[src/rtl/psr_bcond_unit_pkg.sv]
// Shared constants and types for the PSR / branch-condition unit and its condition evaluator.
package psr_bcond_unit_pkg;

  localparam int PSR_C = 0;
  localparam int PSR_L = 2;
  localparam int PSR_F = 5;
  localparam int PSR_Z = 6;
  localparam int PSR_N = 7;

  localparam logic [5:0] ALU_ADD = 6'b000101;
  localparam logic [5:0] ALU_SUB = 6'b001001;
  localparam logic [5:0] ALU_CMP = 6'b001011;

  typedef enum logic [3:0] {
    COND_EQ = 4'h0,
    COND_NE = 4'h1,
    COND_CS = 4'h2,
    COND_CC = 4'h3,
    COND_HI = 4'h4,
    COND_LS = 4'h5,
    COND_GT = 4'h6,
    COND_LE = 4'h7,
    COND_FS = 4'h8,
    COND_FC = 4'h9,
    COND_LO = 4'hA,
    COND_HS = 4'hB,
    COND_LT = 4'hC,
    COND_GE = 4'hD,
    COND_UC = 4'hE,
    COND_NV = 4'hF
  } cond_e;

  // Compact form of the five architecturally writable PSR bits.
  typedef struct packed {
    logic n;
    logic z;
    logic f;
    logic l;
    logic c;
  } flags_t;

endpackage

[src/rtl/psr_bcond_unit_if.sv]
// ALU-result, PSR-write, branch-request and fetch-decision signals of psr_bcond_unit.
interface psr_bcond_unit_if #(
  parameter int WIDTH         = 16,
  parameter int ALU_CONT_BITS = 6
);
  logic                     alu_valid;
  logic [ALU_CONT_BITS-1:0] alu_cont;
  logic [WIDTH-1:0]         psr_flags;
  logic                     psr_wr_en;
  logic [WIDTH-1:0]         psr_wr_data;
  logic [WIDTH-1:0]         psr;
  logic                     br_valid;
  logic                     br_ready;
  logic [3:0]               br_cond;
  logic [WIDTH-1:0]         br_target;
  logic [WIDTH-1:0]         br_pc_plus1;
  logic                     flush;
  logic                     out_valid;
  logic                     out_ready;
  logic                     out_taken;
  logic [WIDTH-1:0]         out_pc;

  modport master (
    output alu_valid, alu_cont, psr_flags, psr_wr_en, psr_wr_data,
    output br_valid, br_cond, br_target, br_pc_plus1, flush, out_ready,
    input  psr, br_ready, out_valid, out_taken, out_pc
  );

  modport slave (
    input  alu_valid, alu_cont, psr_flags, psr_wr_en, psr_wr_data,
    input  br_valid, br_cond, br_target, br_pc_plus1, flush, out_ready,
    output psr, br_ready, out_valid, out_taken, out_pc
  );
endinterface

[src/rtl/psr_bcond_unit_cond_eval.sv]
// Combinational Bcond/Jcond/Scond condition evaluator: (flags, cond) -> taken.
module psr_bcond_unit_cond_eval
  import psr_bcond_unit_pkg::*;
(
  input  flags_t     flags,
  input  logic [3:0] cond,
  output logic       taken
);

  always_comb begin
    taken = 1'b0;
    case (cond_e'(cond))
      COND_EQ: taken = flags.z;
      COND_NE: taken = !flags.z;
      COND_CS: taken = flags.c;
      COND_CC: taken = !flags.c;
      COND_HI: taken = flags.l;
      COND_LS: taken = !flags.l;
      COND_GT: taken = flags.n;
      COND_LE: taken = !flags.n;
      COND_FS: taken = flags.f;
      COND_FC: taken = !flags.f;
      COND_LO: taken = !flags.l && !flags.z;
      COND_HS: taken = flags.l || flags.z;
      COND_LT: taken = !flags.n && !flags.z;
      COND_GE: taken = flags.n || flags.z;
      COND_UC: taken = 1'b1;
      COND_NV: taken = 1'b0;
    endcase
  end

endmodule

[src/rtl/psr_bcond_unit.sv]
// PSR capture with per-class flag masking, plus a registered branch decision handed to fetch.
// Build option PSR_BYPASS_EN: branches see this cycle's PSR write instead of stalling on it.
module psr_bcond_unit
  import psr_bcond_unit_pkg::*;
#(
  parameter int WIDTH         = 16,
  parameter int ALU_CONT_BITS = 6
) (
  input logic            clk,
  input logic            reset,
  psr_bcond_unit_if.slave bus
);

  flags_t           psr_q;
  flags_t           psr_nxt;
  flags_t           alu_f;
  flags_t           wr_f;
  flags_t           alu_mask;
  flags_t           eff_flags;
  logic             taken;
  logic             accept;
  logic             br_ready_int;
  logic             stall_wr;
  logic             out_valid_q;
  logic             out_taken_q;
  logic [WIDTH-1:0] out_pc_q;
  logic [WIDTH-1:0] psr_word;
  logic             unused_bits;

  assign alu_f = '{n: bus.psr_flags[PSR_N], z: bus.psr_flags[PSR_Z], f: bus.psr_flags[PSR_F],
                   l: bus.psr_flags[PSR_L], c: bus.psr_flags[PSR_C]};
  assign wr_f  = '{n: bus.psr_wr_data[PSR_N], z: bus.psr_wr_data[PSR_Z], f: bus.psr_wr_data[PSR_F],
                   l: bus.psr_wr_data[PSR_L], c: bus.psr_wr_data[PSR_C]};

  // Only committed ADD/SUB/CMP touch flags; everything else leaves the PSR alone.
  always_comb begin
    alu_mask = '0;
    if (bus.alu_valid) begin
      case (bus.alu_cont)
        ALU_CONT_BITS'(ALU_ADD),
        ALU_CONT_BITS'(ALU_SUB): begin
          alu_mask.c = 1'b1;
          alu_mask.f = 1'b1;
        end
        ALU_CONT_BITS'(ALU_CMP): begin
          alu_mask.n = 1'b1;
          alu_mask.z = 1'b1;
          alu_mask.l = 1'b1;
        end
        default: alu_mask = '0;
      endcase
    end
  end

  always_comb begin
    if (bus.psr_wr_en) psr_nxt = wr_f;
    else               psr_nxt = flags_t'((psr_q & ~alu_mask) | (alu_f & alu_mask));
  end

`ifdef PSR_BYPASS_EN
  assign eff_flags = psr_nxt;
  assign stall_wr  = 1'b0;
`else
  assign eff_flags = psr_q;
  assign stall_wr  = bus.psr_wr_en | (|alu_mask);
`endif

  psr_bcond_unit_cond_eval u_cond_eval (
    .flags (eff_flags),
    .cond  (bus.br_cond),
    .taken (taken)
  );

  assign br_ready_int = (!out_valid_q || bus.out_ready) && !bus.flush && !stall_wr;
  assign accept       = bus.br_valid && br_ready_int;

  always_ff @(posedge clk) begin
    if (reset) begin
      psr_q       <= '0;
      out_valid_q <= 1'b0;
      out_taken_q <= 1'b0;
      out_pc_q    <= '0;
    end else begin
      psr_q <= psr_nxt;
      if (bus.flush) begin
        out_valid_q <= 1'b0;
      end else if (accept) begin
        out_valid_q <= 1'b1;
        out_taken_q <= taken;
        out_pc_q    <= taken ? bus.br_target : bus.br_pc_plus1;
      end else if (bus.out_ready) begin
        out_valid_q <= 1'b0;
      end
    end
  end

  always_comb begin
    psr_word        = '0;
    psr_word[PSR_C] = psr_q.c;
    psr_word[PSR_L] = psr_q.l;
    psr_word[PSR_F] = psr_q.f;
    psr_word[PSR_Z] = psr_q.z;
    psr_word[PSR_N] = psr_q.n;
  end

  // Non-flag bits of the incoming words are architecturally ignored.
  assign unused_bits = ^{bus.psr_flags, bus.psr_wr_data};

  assign bus.psr       = psr_word;
  assign bus.br_ready  = br_ready_int;
  assign bus.out_valid = out_valid_q;
  assign bus.out_taken = out_taken_q;
  assign bus.out_pc    = out_pc_q;

endmodule

[src/flat_wrapper.sv]
// flat-port wrapper written by rule: the top's interface ports become plain ports
module psr_bcond_unit_flat import psr_bcond_unit_pkg::*;
#(
  parameter int WIDTH         = 16,
  parameter int ALU_CONT_BITS = 6
)
  (clk, reset, bus_alu_valid, bus_alu_cont, bus_psr_flags, bus_psr_wr_en, bus_psr_wr_data, bus_br_valid, bus_br_cond, bus_br_target, bus_br_pc_plus1, bus_flush, bus_out_ready, bus_psr, bus_br_ready, bus_out_valid, bus_out_taken, bus_out_pc);
  psr_bcond_unit_if #(.WIDTH(WIDTH), .ALU_CONT_BITS(ALU_CONT_BITS)) bus_i ();
  input logic clk;
  input logic reset;
  input wire logic [$bits(bus_i.alu_valid)-1:0] bus_alu_valid;
  input wire logic [$bits(bus_i.alu_cont)-1:0] bus_alu_cont;
  input wire logic [$bits(bus_i.psr_flags)-1:0] bus_psr_flags;
  input wire logic [$bits(bus_i.psr_wr_en)-1:0] bus_psr_wr_en;
  input wire logic [$bits(bus_i.psr_wr_data)-1:0] bus_psr_wr_data;
  input wire logic [$bits(bus_i.br_valid)-1:0] bus_br_valid;
  input wire logic [$bits(bus_i.br_cond)-1:0] bus_br_cond;
  input wire logic [$bits(bus_i.br_target)-1:0] bus_br_target;
  input wire logic [$bits(bus_i.br_pc_plus1)-1:0] bus_br_pc_plus1;
  input wire logic [$bits(bus_i.flush)-1:0] bus_flush;
  input wire logic [$bits(bus_i.out_ready)-1:0] bus_out_ready;
  output wire logic [$bits(bus_i.psr)-1:0] bus_psr;
  output wire logic [$bits(bus_i.br_ready)-1:0] bus_br_ready;
  output wire logic [$bits(bus_i.out_valid)-1:0] bus_out_valid;
  output wire logic [$bits(bus_i.out_taken)-1:0] bus_out_taken;
  output wire logic [$bits(bus_i.out_pc)-1:0] bus_out_pc;
  assign bus_i.alu_valid = bus_alu_valid;
  assign bus_i.alu_cont = bus_alu_cont;
  assign bus_i.psr_flags = bus_psr_flags;
  assign bus_i.psr_wr_en = bus_psr_wr_en;
  assign bus_i.psr_wr_data = bus_psr_wr_data;
  assign bus_i.br_valid = bus_br_valid;
  assign bus_i.br_cond = bus_br_cond;
  assign bus_i.br_target = bus_br_target;
  assign bus_i.br_pc_plus1 = bus_br_pc_plus1;
  assign bus_i.flush = bus_flush;
  assign bus_i.out_ready = bus_out_ready;
  assign bus_psr = bus_i.psr;
  assign bus_br_ready = bus_i.br_ready;
  assign bus_out_valid = bus_i.out_valid;
  assign bus_out_taken = bus_i.out_taken;
  assign bus_out_pc = bus_i.out_pc;
  psr_bcond_unit #(.WIDTH(WIDTH), .ALU_CONT_BITS(ALU_CONT_BITS)) u_core (.clk(clk), .reset(reset), .bus(bus_i));
endmodule
[config.mk]
export PLATFORM = sky130hd
export DESIGN_NAME = psr_bcond_unit_flat
export DESIGN_NICKNAME = d
export VERILOG_FILES = /design/src/rtl/psr_bcond_unit_pkg.sv /design/src/rtl/psr_bcond_unit_if.sv /design/src/rtl/psr_bcond_unit_cond_eval.sv /design/src/rtl/psr_bcond_unit.sv /design/src/flat_wrapper.sv
export SDC_FILE = /design/constraint.sdc
export NUM_CORES = 1
export LEC_CHECK = 0
export ABC_AREA = 1
export BUFFER_PORTS_ARGS = -buffer_cell sky130_fd_sc_hd__buf_2
export CORE_UTILIZATION = 45
export CTS_CLUSTER_SIZE = 40
export DETAILED_ROUTE_END_ITERATION = 8
export PLACE_DENSITY = 0.85
export SLEW_MARGIN = 20
export SYNTH_ARGS = -nofsm -noshare
export SYNTH_HDL_FRONTEND = slang
export SYNTH_HIERARCHICAL = 1
export SYNTH_SLANG_ARGS = --single-unit
export TNS_END_PERCENT = 20
[constraint.sdc]
create_clock -name clk -period 5.11 [get_ports clk]
set_clock_uncertainty 0.2 [all_clocks]
set_input_delay 0.7665 -clock clk [delete_from_list [all_inputs] [get_ports clk]]
set_output_delay 0.7665 -clock clk [all_outputs]
set_load 0.05 [all_outputs]
==> results.json, run 1 <==
{
  "outcome": "finished, final reports clean",
  "die_h_um": 64.0,
  "cts_buffer_depth": 2,
  "cpLargestDelayFamily": "buffers and inverters",
  "timing.fmax_mhz": 341,
  "crit_type": "in -> out",
  "vias_per_cell": 4.48,
  "end_kind": "primary output",
  "yosysWarnings": 6,
  "fin_nets": 424,
  "synthFlopType": "dfxtp_1",
  "arrival_ns": 1.97,
  "fin_crit_ns": 2.94,
  "cts_buffers": 3,
  "seq_area_frac_synth_pct": 26.6,
  "wl_met1_mm": 1.58,
  "wl_met2_mm": 1.90,
  "grt_usage_pct": 18.8,
  "grt_antenna_before_repair": 0,
  "portBuffers": 82,
  "rrSetupSlack_ns": 2.57,
  "cts_hold_buffers": 0,
  "syn_to_final_growth_pct": 23.8,
  "crit_top_cell": "buf_2",
  "power_leakage_nw": 1.22,
  "cts_root_buf": "clkbuf_8",
  "setup_viol": 0,
  "diodes": 0,
  "crit_fanout": 18,
  "period_share_pct": 57.5,
  "ctsResizeCount": 0,
  "drt_pre_antenna_iters": 4,
  "layout-drive-gt1-share_pct": 33.9,
  "holdPathStages": 2,
  "drtIter0Drc": 93,
  "tightest_slew_ns": 1.08,
  "ir_drop_v": 0.000134,
  "maxSlewViolCount": 0,
  "slew_headroom_pct": 28.1,
  "postRouteAntennaNets": 0,
  "row_count": 22,
  "grt_pass1_vias": 1525,
  "rsz0062_at_grt": "false",
  "grt_pass1_wl_mm": 6.20,
  "place_hpwl_mm": 2.95,
  "clock_sinks": 23,
  "drcViolationCount": 0,
  "synthDistinctLibCells": 26,
  "power-per-cell-area_mw_per_mm2": 227,
  "hold_start": "u_core/bus.out_valid$_SDFFE_PP0P_",
  "syn_inst": 264,
  "tritoncts": "built",
  "start_util_pct": 47.3,
  "core_area_mm2": 0.00366,
  "clk_latency_ns": 0.26,
  "critPathBufInv": 3,
  "postCtsSetupBuffers": 0,
  "dieWidth_um": 64.0,
  "vias": 1749,
  "wl_met3_um": 184,
  "grt-ovfl-total": 0,
  "slowest_delay_ns": 0.39,
  "timing.rr.end": "u_core/bus.out_pc[4]$_SDFFE_PP0P_",
  "path_cells": "buf_2 > inv_1 > a21oi_2 > o21ai_1 > nor2_4 > buf_2",
  "avgSynthCellArea_um2": 6.55,
  "worstPathRequired_ns": 4.14,
  "reg2regPathDepth": 12,
  "routed_wl_mm": 3.73,
  "slowest_stage": "nor2_4",
  "finalHoldViolCount": 0,
  "finalCoreUtilization_pct": 58.5,
  "drv_cap": 0,
  "clkSlewWorstSetupHoldPaths_ns": 0.08,
  "min_path_type": "reg -> reg",
  "io_pins": 116,
  "grt_start_max_net_pins": 19,
  "highest_layer": "met4",
  "setup_tns_ns": 0,
  "synth_enable_flop_cells": 0,
  "cts-htree-levels": 1,
  "mappedNetlistArea_mm2": 0.00173,
  "hold_path_end": "u_core/bus.out_valid$_SDFFE_PP0P_",
  "ys_ff_latch": 23,
  "start_kind": "primary input",
  "place.gp.congestion": 0.860,
  "wire_per_inst_um": 9.56,
  "die_area_mm2": 0.00410,
  "async_flop_share_pct": 0
}
[worst reg2reg max path, delay by kind of cell, from the launching register on]
kind | cells | cell delay [ns]
flops | 1 | 0.39
buf+inv | 1 | 0.09
simple gates | 10 | 1.42
mux | 1 | 0.35
[where the power goes]
group	internal (mW)	switching, mW	leakage (nW)
clock network	0.0543	0.0579	0.0255
logic	0.0587	0.121	1.00
registers	0.189	0.00567	0.188
[routing by layer]
metal  vias to the layer above  GRT usage [%]
met1                       760           21.1
met2                        44           35.0
met4                         0           6.53
met3                         6           3.21
met5                         -              0
li1                        939              -
[per-stage QoR]
stage	hold slack [ns]	power, mW	cells	worst slack (ns)	instance area (µm²)
6_report	0.288	0.487	390	2.17	2140
5_1_grt	0.320	0.515	390	2.03	2140
4_1_cts	0.296	0.491	390	2.16	2140
3_5_place_dp	0.283	0.379	386	1.95	2100
3_3_place_gp	0.275	0.375	386	1.96	2100
2_1_floorplan	0.501	0.342	274	2.63	1770
[synth_stat cells (4+ instances only)]
cell	instances	share of area, %
dfxtp_1	23	27
nor2_1	30	6.5
nand3_2	4	2.3
buf_4	12	5.2
buf_6	4	2.6
a21oi_1	4	1.2
nand2_1	57	12
mux2i_1	16	9.3
inv_1	49	11
nand2_2	12	4.3
nand3_1	30	8.7
[layout make-up]
class,instances,area (µm²)
clock inverter,1,5.00
fill,361,1520
tap,48,60.1
sequential,23,460
clock buffer,3,41.3
multi-input combinational,180,966
inverter,53,199
timing repair buffer,82,410
[cell families after synthesis]
logic type	count (synthesis)	synth area share [%]
AOI/OAI and AO/OA	10	3.47
other	1	0.217
and+or+nand+nor	143	40.6
muxes	16	9.26
DFF	23	26.6
buffers and inverters	71	19.9
[cells in the final DEF, fill, tap and decap left out, drive strengths merged]
master and n:
a31oi 3, buf 82, o21a 1, nand3b 1
clkbuf 3, mux2i 16, o21ai 1, nor2 35
nand2 70, a21oi 5, inv 52, or2 1
clkinv 2, nand3 35, conb 11, dfxtp 23
nand4 1
[worst max-delay path by stage]
stage	start	end	slack (ns)	cells past startpoint
2_1_floorplan	bus_out_ready	bus_br_ready	2.63	5
3_3_place_gp	bus_br_cond[1]	u_core/bus.out_pc[4]$_SDFFE_PP0P_	1.96	12
3_5_place_dp	bus_br_cond[3]	u_core/bus.out_pc[4]$_SDFFE_PP0P_	1.95	13
4_1_cts	bus_out_ready	bus_br_ready	2.16	6
5_1_grt	bus_br_cond[1]	u_core/bus.out_pc[13]$_SDFFE_PP0P_	2.03	12
6_report	bus_out_ready	bus_br_ready	2.17	6
No activity file was read; power rests on OpenSTA's default activity.
==> inputs of run 2 (changes only) <==
--- a/config.mk
+++ b/config.mk
@@ -7,10 +7,10 @@
 export LEC_CHECK = 0
 export ABC_AREA = 1
 export BUFFER_PORTS_ARGS = -buffer_cell sky130_fd_sc_hd__buf_2
-export CORE_UTILIZATION = 45
+export CORE_UTILIZATION = 42
 export CTS_CLUSTER_SIZE = 40
 export DETAILED_ROUTE_END_ITERATION = 8
-export PLACE_DENSITY = 0.85
+export PLACE_DENSITY = 0.81
 export SLEW_MARGIN = 20
 export SYNTH_ARGS = -nofsm -noshare
 export SYNTH_HDL_FRONTEND = slang
==> constraint.sdc (replaced) <==
create_clock -name clk -period 2.9 [get_ports clk]
set_clock_uncertainty 0.2 [all_clocks]
set_input_delay 0.435 -clock clk [delete_from_list [all_inputs] [get_ports clk]]
set_output_delay 0.435 -clock clk [all_outputs]
set_load 0.05 [all_outputs]
==> run 2 against run 1 <==
Final area up 0.70%. First-iteration DRC count shrank 47%. Setup slack worse by 1.4 ns. Critical endpoint is now u_core/bus.out_pc[2]$_SDFFE_PP0P_. Global-route usage is 1.2 points lower. Largest power group unchanged. Total power increased by 76%. Hold slack got worse by 0.064 ns. Critical path type is now in -> reg.
==> results.json, run 2 (synthesis gave the netlist of run 1 again) <==
{
  "cts_buffer_depth": 2,
  "portBuffers": 82,
  "layout-drive-gt1-share_pct": 34.3,
  "postCtsSetupBuffers": 0,
  "grt_usage_pct": 17.5,
  "grt_pass1_wl_mm": 6.03,
  "grt_busiest_layer": "met2",
  "path_depth": 13,
  "maxSlewViolCount": 0,
  "vias": 1746,
  "start_util_pct": 45.6,
  "drtIter0Drc": 49,
  "place.gp.congestion": 0.811,
  "outcome": "finished, final reports clean",
  "postPlaceCellArea_mm2": 0.00211,
  "setup_viol": 0,
  "setup_tns_ns": 0,
  "tritoncts": "built",
  "ir_drop_v": 0.000194,
  "end_kind": "flip-flop",
  "power-per-cell-area_mw_per_mm2": 398,
  "row_count": 22,
  "fin_crit_ns": 2.09,
  "final_common_cell": "buf_2",
  "crit_type": "in -> reg",
  "dp_slack_ns": 0.551,
  "grt_util_met3_pct": 2.93,
  "fillers": 387,
  "period_share_pct": 72.0,
  "finalHoldViolCount": 0,
  "final_cell_mix": "82 x buf_2, 57 x nand2_1, 49 x inv_1",
  "diodes": 0,
  "grt_antenna_before_repair": 0,
  "grt_util_met1_pct": 19.4,
  "worstPathRequired_ns": 2.86,
  "power_leakage_nw": 1.23,
  "timing.rr.end": "u_core/bus.out_pc[2]$_SDFFE_PP0P_",
  "core_area_mm2": 0.00380,
  "dieWidth_um": 66.2,
  "grt_start_max_net_pins": 19,
  "place_hpwl_mm": 2.95,
  "holdWs_ns": 0.224,
  "timing.fmax_mhz": 479,
  "routed_wl_mm": 3.77,
  "path_cells": "buf_2 > nor2_1 > nand3_1 > nand2_1 > nor2_1 > nand3_1 > nor2_1 > nor2_2 > buf_4 > mux2i_1 > nand3_1 > nand2_1 > nor2_1",
  "io_pins": 116,
  "drt_pre_antenna_iters": 4,
  "rrSetupSlack_ns": 0.86,
  "rsz0062_at_grt": "false",
  "critPathBufInv": 2,
  "cts_root_buf": "clkbuf_8",
  "postRouteAntennaNets": 0,
  "grt-ovfl-total": 0,
  "die_h_um": 66.2,
  "ctsResizeCount": 0,
  "setup_slack_ns": 0.811,
  "crit_fanout": 17,
  "cts_hold_buffers": 0,
  "vias_per_cell": 4.45,
  "clkSlewWorstSetupHoldPaths_ns": 0.08,
  "crit_top_cell": "nor2_1",
  "wire_per_inst_um": 9.62,
  "multi_input_area_um2": 966,
  "ff_latch_area_um2": 460,
  "fin_nets": 426,
  "drv_cap": 0,
  "fin_total_pwr_uw": 859,
  "arrival_ns": 2.05,
  "grtUsageMet2_pct": 33.8,
  "hold_start": "reset",
  "drcViolationCount": 0,
  "clock_sinks": 23,
  "slowest_stage": "buf_4",
  "grt_pass1_vias": 1504,
  "cts_buffers": 3,
  "start_kind": "primary input",
  "min_path_type": "in -> reg",
  "die_area_mm2": 0.00438,
  "cpLargestDelayFamily": "simple AND/OR/NAND/NOR gates",
  "reg2regPathDepth": 13,
  "holdPathStages": 2,
  "slowest_delay_ns": 0.28,
  "syn_to_final_growth_pct": 24.7,
  "clk_latency_ns": 0.26,
  "cts-htree-levels": 1,
  "fin_area_mm2": 0.00216
}
[run 2: changes by cell type in the layout (fill, tap and decap cells not counted)]
cell   before  now
buf_4       0    2
[run 2: power breakdown]
part	switching, mW	internal, mW
sequential	0.00981	0.333
combinational	0.214	0.106
clock	0.101	0.0957
[run 2: worst max path at each step]
| stage | start | endpoint | slack [ns] |
|---|---|---|---|
| 3_3_place_gp | bus_br_cond[1] | u_core/bus.out_pc[15]$_SDFFE_PP0P_ | 0.57 |
| 4_1_cts | bus_br_cond[1] | u_core/bus.out_pc[2]$_SDFFE_PP0P_ | 0.82 |
| 3_5_place_dp | bus_br_cond[1] | u_core/bus.out_pc[15]$_SDFFE_PP0P_ | 0.55 |
| 2_1_floorplan | flip-flop | u_core/bus.out_pc[15]$_SDFFE_PP0P_ | 0.57 |
| 6_report | bus_br_cond[1] | u_core/bus.out_pc[2]$_SDFFE_PP0P_ | 0.81 |
| 5_1_grt | bus_br_cond[1] | u_core/bus.out_pc[2]$_SDFFE_PP0P_ | 0.67 |
[run 2: final cells by class]
cell class,instances,share of cell area (%)
clock buffer,3,1.91
clock inverter,1,0.232
inverter,53,9.22
multi-input combinational,180,44.8
sequential,23,21.3
tap,48,2.78
timing repair buffer,84,19.7
[run 2: metal layers]
| layer | share of wire [%] | up-vias |
|---|---|---|
| met5 | 0 | - |
| met4 | 0.66 | 0 |
| met3 | 5.5 | 2 |
| met2 | 52 | 44 |
| met1 | 42 | 761 |
| li1 | - | 939 |
[run 2: through the flow]
stage	util, %	instances
2_1_floorplan	-	274
3_3_place_gp	55.6	388
3_5_place_dp	55.6	388
4_1_cts	56.8	392
5_1_grt	56.8	392
6_report	56.8	392
